**config.mk**
```make
export PLATFORM = sky130hd
export DESIGN_NAME = aes_req_scheduler_flat
export DESIGN_NICKNAME = d
export VERILOG_FILES = /design/src/rtl/aes_req_scheduler_if.sv /design/src/rtl/aes_req_scheduler.sv /design/src/flat_wrapper.sv
export SDC_FILE = /design/constraint.sdc
export NUM_CORES = 1
export LEC_CHECK = 0
export CORE_AREA = 2 2 409 411
export DETAILED_ROUTE_END_ITERATION = 10
export DIE_AREA = 0 0 411 413
export PLACE_DENSITY = 0.37
export SETUP_SLACK_MARGIN = 0.5
export SYNTH_ARGS = -nofsm -noshare
export SYNTH_HDL_FRONTEND = slang
export SYNTH_SLANG_ARGS = --single-unit
```
**constraint.sdc**
```tcl
create_clock -name AES_clk -period 2.5 [get_ports AES_clk]
set_input_delay 0.375 -clock AES_clk [delete_from_list [all_inputs] [get_ports AES_clk]]
set_output_delay 0.375 -clock AES_clk [all_outputs]
set_load 0.01 [all_outputs]
```
**src/rtl/aes_req_scheduler_if.sv**
```systemverilog
// aes_req_scheduler_if: requester, core and response signals of the AES request scheduler.
// master = environment (requesters, AES core, consumer); slave = scheduler.
interface aes_req_scheduler_if;
   logic         req0_valid, req0_ready, req1_valid, req1_ready;
   logic [127:0] req0_data, req0_key, req1_data, req1_key;
   logic         core_en, core_data_out_valid;
   logic [127:0] core_data_in, core_key_in, core_data_out;
   logic         resp_valid, resp_ready, resp_id, resp_err, busy;
   logic [127:0] resp_data;
   modport master (
      output req0_valid, req0_data, req0_key, req1_valid, req1_data, req1_key,
      output core_data_out, core_data_out_valid, resp_ready,
      input  req0_ready, req1_ready, core_en, core_data_in, core_key_in,
      input  resp_valid, resp_id, resp_data, resp_err, busy
   );
   modport slave (
      input  req0_valid, req0_data, req0_key, req1_valid, req1_data, req1_key,
      input  core_data_out, core_data_out_valid, resp_ready,
      output req0_ready, req1_ready, core_en, core_data_in, core_key_in,
      output resp_valid, resp_id, resp_data, resp_err, busy
   );
endinterface

```
**src/rtl/aes_req_scheduler.sv**
```systemverilog
// aes_req_scheduler: round-robin arbiter feeding one AES core from two requesters.
// Optional RUN timeout abort with macro AES_SCHED_TIMEOUT_EN.
module aes_req_scheduler #(
   parameter int TIMEOUT_CYC = 64
) (
   input logic               AES_clk,
   input logic               AES_rst,
   aes_req_scheduler_if.slave bus
);
   typedef enum logic [1:0] {IDLE, RUN, RESP} state_t;
   state_t       r_state, w_next;
   logic         r_ptr, r_id, r_err;
   logic [127:0] r_din, r_kin, r_dout;
   logic         w_idle, w_any, w_g1, w_done, w_tmo;

`ifdef AES_SCHED_TIMEOUT_EN
   logic [31:0] r_cnt;
   assign w_tmo = r_cnt == 32'(TIMEOUT_CYC - 1);
   always_ff @(posedge AES_clk)
      if (AES_rst) r_cnt <= '0;
      else r_cnt <= (r_state == RUN) ? r_cnt + 32'd1 : '0;
`else
   assign w_tmo = 1'b0;
`endif

   assign w_idle = (r_state == IDLE) & ~AES_rst;
   assign w_any  = bus.req0_valid | bus.req1_valid;
   // requester 1 wins when it is alone or holds the priority pointer
   assign w_g1   = bus.req1_valid & (~bus.req0_valid | r_ptr);
   assign w_done = bus.core_data_out_valid | w_tmo;

   always_comb begin
      w_next = r_state;
      w_next = (r_state == IDLE && w_any)          ? RUN  :
               (r_state == RUN  && w_done)         ? RESP :
               (r_state == RESP && bus.resp_ready) ? IDLE : r_state;
   end

   always_ff @(posedge AES_clk)
      if (AES_rst) begin
         r_state <= IDLE;
         r_ptr   <= 1'b0;
         r_id    <= 1'b0;
         r_err   <= 1'b0;
         r_din   <= '0;
         r_kin   <= '0;
         r_dout  <= '0;
      end else begin
         r_state <= w_next;
         if (w_idle && w_any) begin
            r_din <= w_g1 ? bus.req1_data : bus.req0_data;
            r_kin <= w_g1 ? bus.req1_key  : bus.req0_key;
            r_id  <= w_g1;
         end
         // a valid result wins over a simultaneous timeout
         if (r_state == RUN && w_done) begin
            r_dout <= bus.core_data_out_valid ? bus.core_data_out : '0;
            r_err  <= ~bus.core_data_out_valid;
         end
         if (r_state == RESP && bus.resp_ready) r_ptr <= ~r_id;
      end

   assign bus.req0_ready   = w_idle & bus.req0_valid & ~w_g1;
   assign bus.req1_ready   = w_idle & w_g1;
   assign bus.core_en      = r_state == RUN;
   assign bus.core_data_in = r_din;
   assign bus.core_key_in  = r_kin;
   assign bus.resp_valid   = r_state == RESP;
   assign bus.resp_id      = r_id;
   assign bus.resp_data    = r_dout;
   assign bus.resp_err     = r_err;
   assign bus.busy         = r_state != IDLE;
endmodule

```
**src/flat_wrapper.sv**
```systemverilog
// flat-port wrapper written by rule: the top's interface ports become plain ports
module aes_req_scheduler_flat 
#(
   parameter int TIMEOUT_CYC = 64
)
  (AES_clk, AES_rst, bus_req0_valid, bus_req0_data, bus_req0_key, bus_req1_valid, bus_req1_data, bus_req1_key, bus_core_data_out, bus_core_data_out_valid, bus_resp_ready, bus_req0_ready, bus_req1_ready, bus_core_en, bus_core_data_in, bus_core_key_in, bus_resp_valid, bus_resp_id, bus_resp_data, bus_resp_err, bus_busy);
  aes_req_scheduler_if bus_i ();
  input logic AES_clk;
  input logic AES_rst;
  input wire logic [$bits(bus_i.req0_valid)-1:0] bus_req0_valid;
  input wire logic [$bits(bus_i.req0_data)-1:0] bus_req0_data;
  input wire logic [$bits(bus_i.req0_key)-1:0] bus_req0_key;
  input wire logic [$bits(bus_i.req1_valid)-1:0] bus_req1_valid;
  input wire logic [$bits(bus_i.req1_data)-1:0] bus_req1_data;
  input wire logic [$bits(bus_i.req1_key)-1:0] bus_req1_key;
  input wire logic [$bits(bus_i.core_data_out)-1:0] bus_core_data_out;
  input wire logic [$bits(bus_i.core_data_out_valid)-1:0] bus_core_data_out_valid;
  input wire logic [$bits(bus_i.resp_ready)-1:0] bus_resp_ready;
  output wire logic [$bits(bus_i.req0_ready)-1:0] bus_req0_ready;
  output wire logic [$bits(bus_i.req1_ready)-1:0] bus_req1_ready;
  output wire logic [$bits(bus_i.core_en)-1:0] bus_core_en;
  output wire logic [$bits(bus_i.core_data_in)-1:0] bus_core_data_in;
  output wire logic [$bits(bus_i.core_key_in)-1:0] bus_core_key_in;
  output wire logic [$bits(bus_i.resp_valid)-1:0] bus_resp_valid;
  output wire logic [$bits(bus_i.resp_id)-1:0] bus_resp_id;
  output wire logic [$bits(bus_i.resp_data)-1:0] bus_resp_data;
  output wire logic [$bits(bus_i.resp_err)-1:0] bus_resp_err;
  output wire logic [$bits(bus_i.busy)-1:0] bus_busy;
  assign bus_i.req0_valid = bus_req0_valid;
  assign bus_i.req0_data = bus_req0_data;
  assign bus_i.req0_key = bus_req0_key;
  assign bus_i.req1_valid = bus_req1_valid;
  assign bus_i.req1_data = bus_req1_data;
  assign bus_i.req1_key = bus_req1_key;
  assign bus_i.core_data_out = bus_core_data_out;
  assign bus_i.core_data_out_valid = bus_core_data_out_valid;
  assign bus_i.resp_ready = bus_resp_ready;
  assign bus_req0_ready = bus_i.req0_ready;
  assign bus_req1_ready = bus_i.req1_ready;
  assign bus_core_en = bus_i.core_en;
  assign bus_core_data_in = bus_i.core_data_in;
  assign bus_core_key_in = bus_i.core_key_in;
  assign bus_resp_valid = bus_i.resp_valid;
  assign bus_resp_id = bus_i.resp_id;
  assign bus_resp_data = bus_i.resp_data;
  assign bus_resp_err = bus_i.resp_err;
  assign bus_busy = bus_i.busy;
  aes_req_scheduler #(.TIMEOUT_CYC(TIMEOUT_CYC)) u_core (.AES_clk(AES_clk), .AES_rst(AES_rst), .bus(bus_i));
endmodule
```
==> impl_results.md <==
- Top delay family on crit path: simple AND/OR/NAND/NOR gates
- Post-route clock period utilization: 0.820
- WL final: 122 mm
- Mapped Nets: 2127
- Slowest-stage cell, CP: dfxtp_4
- Mapped Cells: 1481
- I/O pins: 1037
- HP Class: in -> reg
- DIE WIDTH: 411 um
- Clock buffer depth: 3
- Crit path time final: 2050 ps
- Worst VDD drop: 421 uV
- Post-DP HPWL: 102 mm
- Standard-cell row count: 150
- FMAX: 488 MHz
- Run status: finished, final reports clean
- CP Data Required Time: 2120 ps
- Initial antenna violation count: 113
- Routed len/inst: 25.5 um
- Layout Utilization: 0.190
- DIE HEIGHT: 413 um
- Total GRT Usage: 0.137
- Full die area: 170000 um^2
- Worst skew pair latency: 670 ps
- Final setup violation count: 0
- Max-Cap Viols: 0
- Final instance area: 31500 um^2
- Pwr Density: 633 nW/um^2
- Crit path buf inv count: 2
- Netlist cell types: 31
- Critical path class: reg -> out
- Pre-Repair DR Iteration Count: 4
- Post-Syn Area: 16800 um^2
- Setup TNS: 0 ps
- Multi-input gate area: 7960 um^2
- Synthesis-to-finish area growth: 87.1%
- First-pass GRT wire length: 157 mm
- Most frequent cells in the layout: clkdlybuf4s50_1 (724), dfxtp_1 (373), dlygate4sd2_1 (293)
- Layout cells sized above 1: 0.157
- Number of nets with antenna violations after routing: 0
- Initial DRC count: 671
- Seq/Total Area, Yosys: 0.462
- Placed inst area: 29800 um^2
- Ys Warns: 0
- Initial core utilization: 0.102
- Worst Path Arrival: 1670 ps
- Worst-Margin Slew: 950 ps
- Sink Count: 389
- Startpoint types: flop
- Largest net degree at the start of global routing: 95
- Root Buffer: clkbuf_16
- Register Area: 7820 um^2
- Routability Congestion: 0.853
- I/O Buffers: 1036
- Slew Viols, Final: 0
- Clock tree from TritonCTS: yes
- Setup Skew: 33.2 ps
- Final-report hold violation count: 0
- Syn Area/Cell: 11.4 um^2
- RSZ-0062 raised after global routing: true
- Vias in the first global route: 16200
- #FFs+latches synth: 389
- Max-slew headroom: 0.367
- Nets: 3171
- Leakage: 0.0132 uW
- Via count of the routed design: 15900
- Critical path capture point type: primary output
- Most common cell after layout, fill and taps aside: clkdlybuf4s50_1
- Vias per cell: 3.33
- Slowest Stage Delay on Critical Path: 370 ps
- Fillers: 18400
- CP Cell Sequence: or2_4 -> nor3_4 -> buf_6 -> buf_12
- Total grt overflow: 0
- Max H-tree Level: 2
- Inserted Clock Buffers: 56
- Critical path fanouts, max: 6
- Core outline area: 166000 um^2
- Clock transition at path regs: 60 ps
- DRC viols: 0
## per-stage QoR
step,worst slack (ps),instances,hold slack [ps],power (uW)
CTS,311,4770,189,20400
floorplan,991,1481,481,9000
global route,366,4775,242,20900
global placement,94.3,4663,442,12000
finish,451,4784,270,19900
detailed placement,72.6,4663,445,12000
## metal layers
metal	routed length (um)	track usage	vias up
li1	-	-	7467
met1	47300	0.155	7463
met2	61600	0.247	711
met3	10500	0.0516	255
met4	2450	0.0222	52
met5	348	0	-
## path summary, 6_finish.rpt
| kind | startpoint | cells past startpoint | slack (ps) | endpoint |
|---|---|---|---|---|
| max reg2reg | u_core.r_ptr$_SDFFE_PP0P_ | 7 | 550 | u_core.bus.core_data_in[34]$_SDFFE_PP0P_ |
| min | bus_core_data_out[48] | 3 | 270 | u_core.bus.resp_data[48]$_SDFFE_PP0P_ |
| max | u_core.r_state[0]$_SDFFE_PP0P_ | 4 | 450 | bus_req1_ready |
| min reg2reg | u_core.bus.resp_data[60]$_SDFFE_PP0P_ | 2 | 450 | u_core.bus.resp_data[60]$_SDFFE_PP0P_ |
## area by class of cell
type,count,share of cell area
multi-input combinational,958,0.252
timing repair buffer,1118,0.350
clock inverter,18,0.00595
antenna,12,0.000953
clock buffer,83,0.0547
inverter,2,0.000238
sequential,389,0.248
tap,2204,0.0875
## power by group
group	internal, uW	total, uW	switching (uW)
registers	6760	7160	406
logic	2270	4370	2100
clock network	4970	8410	3440
## cell usage after synthesis
cell,n,share of area
or2_4,1,0.00052
o21ai_0,1,0.00030
buf_12,22,0.026
nor2b_1,1,0.00037
nor2_1,5,0.0011
nand2b_1,2,0.00074
dfxtp_1,389,0.46
buf_6,23,0.015
o2bb2ai_2,191,0.17
o21ai_2,2,0.0010
mux2i_1,256,0.15
nor3_2,1,0.00059
buf_8,3,0.0027
nand2_1,256,0.057
clkbuf_4,3,0.0013
o21ai_1,38,0.011
clkbuf_1,26,0.0058
nor2_4,2,0.0013
a21o_1,1,0.00045
and3_1,1,0.00037
nor3b_1,1,0.00045
o2bb2ai_1,27,0.014
or2_1,1,0.00037
a21oi_1,130,0.039
buf_4,5,0.0022
buf_2,50,0.015
nand3b_1,38,0.017
and2_1,1,0.00037
a211oi_1,1,0.00045
nor3_1,1,0.00030
inv_2,2,0.00045
## what timing repair did
| action | CTS | global route |
|---|---|---|
| hold endpoints to repair | 2 | 0 |
| pin swaps | 4 | 2 |
| hold buffers | 1 | 0 |
| resized for setup | 335 | 22 |
| endpoints found under the setup margin | 302 | 36 |
| buffers inserted | 5 | 2 |
## kinds of logic after synthesis
kind of cell	Yosys count	synth area share
AO/OA/AOI/OAI	391	0.236
buffers and inverters	134	0.0688
flip-flops	389	0.462
multiplexers	256	0.152
AND/OR/NAND/NOR	311	0.0805
## worst reg2reg max path: cells and delay by family, from the launching register on
| family | cells | cell delay (ps) |
|---|---|---|
| AO/OA/AOI/OAI | 2 | 280 |
| flip-flops | 1 | 360 |
| multiplexers | 1 | 350 |
| buffers and inverters | 4 | 850 |
## flip-flops by register name, summed over array words and instances (netlist names)
signal,flops
u_core.bus.core_key_in,128
u_core.bus.resp_id,1
u_core.bus.resp_data,128
u_core.r_state,2
u_core.r_ptr,1
u_core.bus.core_data_in,128
u_core.bus.resp_err,1
No activity file was read; power rests on OpenSTA's default activity.
